--- src/rtl/alu_pipe.sv ---
// Registered-output integer ALU with valid/ready handshakes on both sides,
// ROB tag passthrough, flush, and an iterative shift-add multiplier.
// state | meaning
// IDLE  | accepting ops; single-cycle ops complete on the fire edge
// MUL   | shift-add multiply in progress, MUL_BITS multiplier bits per rdy cycle
module alu_pipe #(
  parameter int XLEN     = 32,
  parameter int TAG_W    = 4,
  parameter int MUL_BITS = 1
) (
  input  logic             clk,
  input  logic             rst,
  input  logic             rdy,
  input  logic             flush,
  input  logic             in_valid,
  output logic             in_ready,
  input  logic [3:0]       in_op,
  input  logic [XLEN-1:0]  in_lv,
  input  logic [XLEN-1:0]  in_rv,
  input  logic [TAG_W-1:0] in_tag,
  output logic             out_valid,
  input  logic             out_ready,
  output logic [XLEN-1:0]  out_result,
  output logic [TAG_W-1:0] out_tag,
  output logic             busy
);

  localparam int SHW   = $clog2(XLEN);
  localparam int ITERS = XLEN / MUL_BITS;
  localparam int CW    = (ITERS > 1) ? $clog2(ITERS) : 1;

  localparam logic [3:0] OP_ADD  = 4'd0;
  localparam logic [3:0] OP_SUB  = 4'd1;
  localparam logic [3:0] OP_SLL  = 4'd2;
  localparam logic [3:0] OP_SRL  = 4'd3;
  localparam logic [3:0] OP_SRA  = 4'd4;
  localparam logic [3:0] OP_AND  = 4'd5;
  localparam logic [3:0] OP_OR   = 4'd6;
  localparam logic [3:0] OP_XOR  = 4'd7;
  localparam logic [3:0] OP_SLT  = 4'd8;
  localparam logic [3:0] OP_SLTU = 4'd9;
  localparam logic [3:0] OP_MUL  = 4'd10;

  typedef enum logic {IDLE, MUL} state_t;

  state_t            state_q, state_d;
  logic [CW-1:0]     count_q, count_d;
  logic [XLEN-1:0]   mcand_q, mcand_d;
  logic [XLEN-1:0]   mplier_q, mplier_d;
  logic [XLEN-1:0]   acc_q, acc_d;
  logic [TAG_W-1:0]  mtag_q, mtag_d;
  logic              out_valid_q, out_valid_d;
  logic [XLEN-1:0]   out_result_q, out_result_d;
  logic [TAG_W-1:0]  out_tag_q, out_tag_d;

  logic [XLEN-1:0]   alu_res;
  logic [SHW-1:0]    shamt;
  logic [XLEN-1:0]   digit_ext;
  logic [XLEN-1:0]   acc_sum;
  logic              in_fire;
  logic              out_fire;
  logic              last_iter;

  assign in_ready   = rdy & ~rst & (state_q == IDLE) & (~out_valid_q | out_ready);
  assign out_valid  = out_valid_q;
  assign out_result = out_result_q;
  assign out_tag    = out_tag_q;
  assign busy       = (state_q == MUL);

  assign in_fire   = in_valid & in_ready & ~flush;
  assign out_fire  = out_valid_q & out_ready & rdy;
  assign last_iter = (count_q == CW'(ITERS - 1));
  assign shamt     = in_rv[SHW-1:0];

  // Single-cycle result for the op on the issue port; illegal opcodes give 0.
  always_comb begin
    alu_res = '0;
    case (in_op)
      OP_ADD:  alu_res = in_lv + in_rv;
      OP_SUB:  alu_res = in_lv - in_rv;
      OP_SLL:  alu_res = in_lv << shamt;
      OP_SRL:  alu_res = in_lv >> shamt;
      OP_SRA:  alu_res = XLEN'($signed(in_lv) >>> shamt);
      OP_AND:  alu_res = in_lv & in_rv;
      OP_OR:   alu_res = in_lv | in_rv;
      OP_XOR:  alu_res = in_lv ^ in_rv;
      OP_SLT:  alu_res = {{(XLEN-1){1'b0}}, ($signed(in_lv) < $signed(in_rv))};
      OP_SLTU: alu_res = {{(XLEN-1){1'b0}}, (in_lv < in_rv)};
      default: alu_res = '0;
    endcase
  end

  // One shift-add step: multiplicand times the low MUL_BITS multiplier bits.
  always_comb begin
    digit_ext = '0;
    digit_ext[MUL_BITS-1:0] = mplier_q[MUL_BITS-1:0];
    acc_sum = acc_q + (mcand_q * digit_ext);
  end

  // Next-state, multiplier datapath and output register update.
  always_comb begin
    state_d      = state_q;
    count_d      = count_q;
    mcand_d      = mcand_q;
    mplier_d     = mplier_q;
    acc_d        = acc_q;
    mtag_d       = mtag_q;
    out_valid_d  = out_valid_q;
    out_result_d = out_result_q;
    out_tag_d    = out_tag_q;
    if (flush) begin
      state_d     = IDLE;
      count_d     = '0;
      out_valid_d = 1'b0;
    end else if (rdy) begin
      case (state_q)
        IDLE: begin
          if (in_fire && in_op != OP_MUL) begin
            out_valid_d  = 1'b1;
            out_result_d = alu_res;
            out_tag_d    = in_tag;
          end else begin
            if (out_fire) out_valid_d = 1'b0;
            if (in_fire) begin
              state_d  = MUL;
              mcand_d  = in_lv;
              mplier_d = in_rv;
              mtag_d   = in_tag;
              acc_d    = '0;
              count_d  = '0;
            end
          end
        end
        MUL: begin
          acc_d    = acc_sum;
          mcand_d  = mcand_q << MUL_BITS;
          mplier_d = mplier_q >> MUL_BITS;
          count_d  = count_q + CW'(1);
          if (last_iter) begin
            state_d      = IDLE;
            count_d      = '0;
            out_valid_d  = 1'b1;
            out_result_d = acc_sum;
            out_tag_d    = mtag_q;
          end
        end
        default: state_d = IDLE;
      endcase
    end
  end

  // State and datapath registers with synchronous reset.
  always_ff @(posedge clk) begin
    if (rst) begin
      state_q      <= IDLE;
      count_q      <= '0;
      mcand_q      <= '0;
      mplier_q     <= '0;
      acc_q        <= '0;
      mtag_q       <= '0;
      out_valid_q  <= 1'b0;
      out_result_q <= '0;
      out_tag_q    <= '0;
    end else begin
      state_q      <= state_d;
      count_q      <= count_d;
      mcand_q      <= mcand_d;
      mplier_q     <= mplier_d;
      acc_q        <= acc_d;
      mtag_q       <= mtag_d;
      out_valid_q  <= out_valid_d;
      out_result_q <= out_result_d;
      out_tag_q    <= out_tag_d;
    end
  end

endmodule
--- config.mk ---
export PLATFORM = sky130hd
export DESIGN_NAME = alu_pipe
export DESIGN_NICKNAME = d
export VERILOG_FILES = /design/src/rtl/alu_pipe.sv
export SDC_FILE = /design/constraint.sdc
export NUM_CORES = 1
export LEC_CHECK = 0
export CORE_UTILIZATION = 45
export CTS_CLUSTER_DIAMETER = 120
export DETAILED_ROUTE_END_ITERATION = 6
export SYNTH_ARGS = -nofsm -noshare
export SYNTH_HDL_FRONTEND = slang
export SYNTH_SLANG_ARGS = --single-unit
export TNS_END_PERCENT = 1
--- constraint.sdc ---
create_clock -name clk -period 11.45 [get_ports clk]
set_input_delay 2.8625 -clock clk [delete_from_list [all_inputs] [get_ports clk]]
set_output_delay 2.8625 -clock clk [all_outputs]
set_load 0.005 [all_outputs]
==> reports/metrics.yaml <==
io_pins: 117
clockBufferDepth: 2
synth-xor-area-share_pct: 2.680
vdd_drop_max_mv: 0.09900
port-buffer-count: 116
seqPwrFrac_pct: 30.8
hold_path.class: "register to register"
cts_max_level: 4
synthAdderAreaFrac_pct: 10.55
post_cts_resize_count: 0
postSynthCellCount: 2127
vias: 17141
cts_made_buffers: 17
drc: 19
nNetsFinal: 2349
power.density_mw_per_mm2: 88.95
finalCriticalPeriod_ns: 7.170
finalCritPeriodShare_pct: 62.62
track_usage_pct: 36.00
grt_pass1_vias: 15789
ys_ff_latch: 143
drtPass1Iterations: 7
rsz0062_at_grt: "no"
synth_cell_types: 91
synthArstFlopShare_pct: 0
leakage_nw: 6.925
initialDrtViolationCount: 1795
max_cap_violations: 0
synth_compound_area_share_pct: 27.03
dieArea_mm2: 0.03708
comb_power_share_pct: 31.5
diodes: 0
startpoint_type: "input port"
relSlewSlack_pct: 31.11
antenna_found_initial: 2
synth-simple-area-share_pct: 19.69
start_util_pct: 45.83
skew_ns: 0.02221
grt_max_degree: 85
fp.dieH_um: 192.6
overflow: 0
via_per_inst: 6.570
worstMarginPinSlew_ns: 1.030
fin_cells: 2609
violations: "DRC"
setup_tns_ns: 0
ys.flop_type: "dfxtp_1"
r2r_setup_slack_ns: 6.94
drive_gt1_share_pct: 8.194
cts_setup_buffers: 0
drv_slew: 0
muxShareOfSynthArea_pct: 15.87
gp_congestion: 1.022
arrival_ns: 4.31
synth_area_mm2: 0.01634
synth-seq-area-share_pct: 17.52
dp_hpwl_mm: 50.48
insertion_delay_ns: 0.45
fill_cells: 3562
core-area_mm2: 0.03566
power_frac_clock_pct: 37.7
rows: 69
critPathMaxFanout: 6
syn_nets: 2341
grt_pass1_wl_mm: 99.77
power_switching_share_pct: 34.99
yosysWarnings: 0
final-hold-violation-count: 0
ant_nets: 0
wl_per_cell_um: 25.80
hold_buffers: 0
cts_tree: "done"
die_w_um: 192.6
synth_top_family_by_area: "compound AO/OA/AOI/OAI gates"
dp_cells: 2577
clock-sinks: 143
intPower_w: 0.001056
setup_viol: 0
area_delta_synth_final_pct: 11.76
synth-edff-count: 0
crit_type: "input port to output pin"
cts_root_buffer: "clkbuf_16"
status: "finished, violations left"
clk_pin_slew_ns: 0.06
syn_area_per_cell_um2: 7.682
fmax_ghz: 0.1395
finalPower_w: 0.001624
crit_required_ns: 8.59
worstSetupEndpointType: "output pin"
switching_power_w: 0.0005684
postRouteWirelength_mm: 67.31
worst paths after layout:
check | to | cells after the start | startpoint
worst max-delay path | in_ready | 4 | rdy
worst min-delay path | acc_q[27]$_SDFFE_PP0P_ | 2 | acc_q[27]$_SDFFE_PP0P_
worst max register to register | out_result[23]$_SDFFE_PP0P_ | 11 | mplier_q[0]$_SDFFE_PP0P_
worst min register to register | acc_q[27]$_SDFFE_PP0P_ | 2 | acc_q[27]$_SDFFE_PP0P_
metrics by stage:
| step | util (%) | hold WS [ns] | instance area, µm² | setup WS [ns] |
|---|---|---|---|---|
| CTS | 51.22 | 0.4624 | 18260 | 4.287 |
| global route | 51.22 | 0.4757 | 18260 | 4.165 |
| detailed placement | 49.45 | 0.4524 | 17630 | 4.127 |
| finish | 51.22 | 0.4611 | 18260 | 4.280 |
| global placement | 49.45 | 0.4473 | 17630 | 4.287 |
| floorplan | - | 0.4406 | 16340 | 5.046 |
area by class of cell:
| type | instances | area (µm²) | share of cell area, % |
|---|---|---|---|
| clock buffers | 20 | 446.7 | 2.446 |
| flip-flops and latches | 143 | 2867 | 15.70 |
| repair buffers | 150 | 1386 | 7.591 |
| multi-input cells | 1718 | 12410 | 67.94 |
| inverters | 105 | 394.1 | 2.158 |
| clock inverters | 12 | 183.9 | 1.007 |
| well taps | 461 | 576.8 | 3.158 |
sequential cells by signal, indices dropped and copies added, names as in the netlist:
register and cells:
count_q 5, mtag_q 4, busy 1, mcand_q 32
acc_q 32, mplier_q 32, out_tag 4, out_result 32
out_valid 1
Yosys cell counts (29+ instances only):
| master | count | area [µm²] |
|---|---|---|
| a211oi_1 | 115 | 863.3 |
| a21oi_1 | 158 | 790.8 |
| and2_1 | 38 | 237.7 |
| buf_2 | 30 | 150.1 |
| clkbuf_1 | 108 | 405.4 |
| dfxtp_1 | 143 | 2863 |
| ha_1 | 133 | 1664 |
| inv_1 | 101 | 379.1 |
| mux2i_1 | 123 | 1231 |
| mux4_2 | 54 | 1216 |
| nand2_1 | 177 | 664.4 |
| nand3_1 | 47 | 235.2 |
| nor2_1 | 252 | 945.9 |
| nor3_1 | 40 | 200.2 |
| o211ai_1 | 29 | 217.7 |
| o21ai_0 | 98 | 490.5 |
| xnor2_1 | 31 | 271.5 |
power groups by stage:
stage / clock [W] / sequential, W / combinational, W
floorplan: 0 / 0.000512 / 0.000314
global placement: 0 / 0.000512 / 0.000496
detailed placement: 0 / 0.000512 / 0.000495
CTS: 0.000618 / 0.000500 / 0.000498
global route: 0.000636 / 0.000500 / 0.000543
finish: 0.000612 / 0.000500 / 0.000512
cells by family (layout without fill, tap and decap cells):
| group | after synthesis | after routing |
|---|---|---|
| AND/OR/NAND/NOR | 688 | 688 |
| XOR/XNOR | 50 | 50 |
| multiplexers | 190 | 190 |
| adder cells (fa/ha/maj) | 136 | 136 |
| buffers and inverters | 266 | 287 |
| flip-flops | 143 | 143 |
| AO/OA/AOI/OAI | 654 | 654 |
layer usage:
metal / vias up / GRT usage [%] / wire length (µm)
met5: - / 0 / 27
met4: 4 / 14.69 / 2698
met3: 125 / 5.619 / 5030
met2: 781 / 56.43 / 29870
met1: 8337 / 49.01 / 29670
li1: 7894 / - / -
critical path: stages:
cell	delay (ns)
clkdlybuf4s50_1	0.56
nor2b_1	0.22
and3b_1	0.18
clkdlybuf4s50_1	0.49
cell usage in the layout (no fill, tap or decap), types with 16 or more instances in the layout:
master / count
ha_1: 133
o21ai_0: 98
a21o_1: 25
a221oi_1: 23
nand4_1: 16
and2_1: 38
a31oi_1: 25
a211oi_1: 115
inv_1: 101
o21bai_1: 22
nor2_1: 251
clkdlybuf4s50_1: 109
nor2b_1: 19
xor2_1: 19
o211ai_1: 29
mux4_2: 54
nand2_1: 177
nor3_1: 40
xnor2_1: 31
dfxtp_1: 142
mux2i_1: 123
a21oi_1: 157
nand3_1: 47
buf_4: 36
clkbuf_16: 17
No activity file was read; power rests on OpenSTA's default activity.
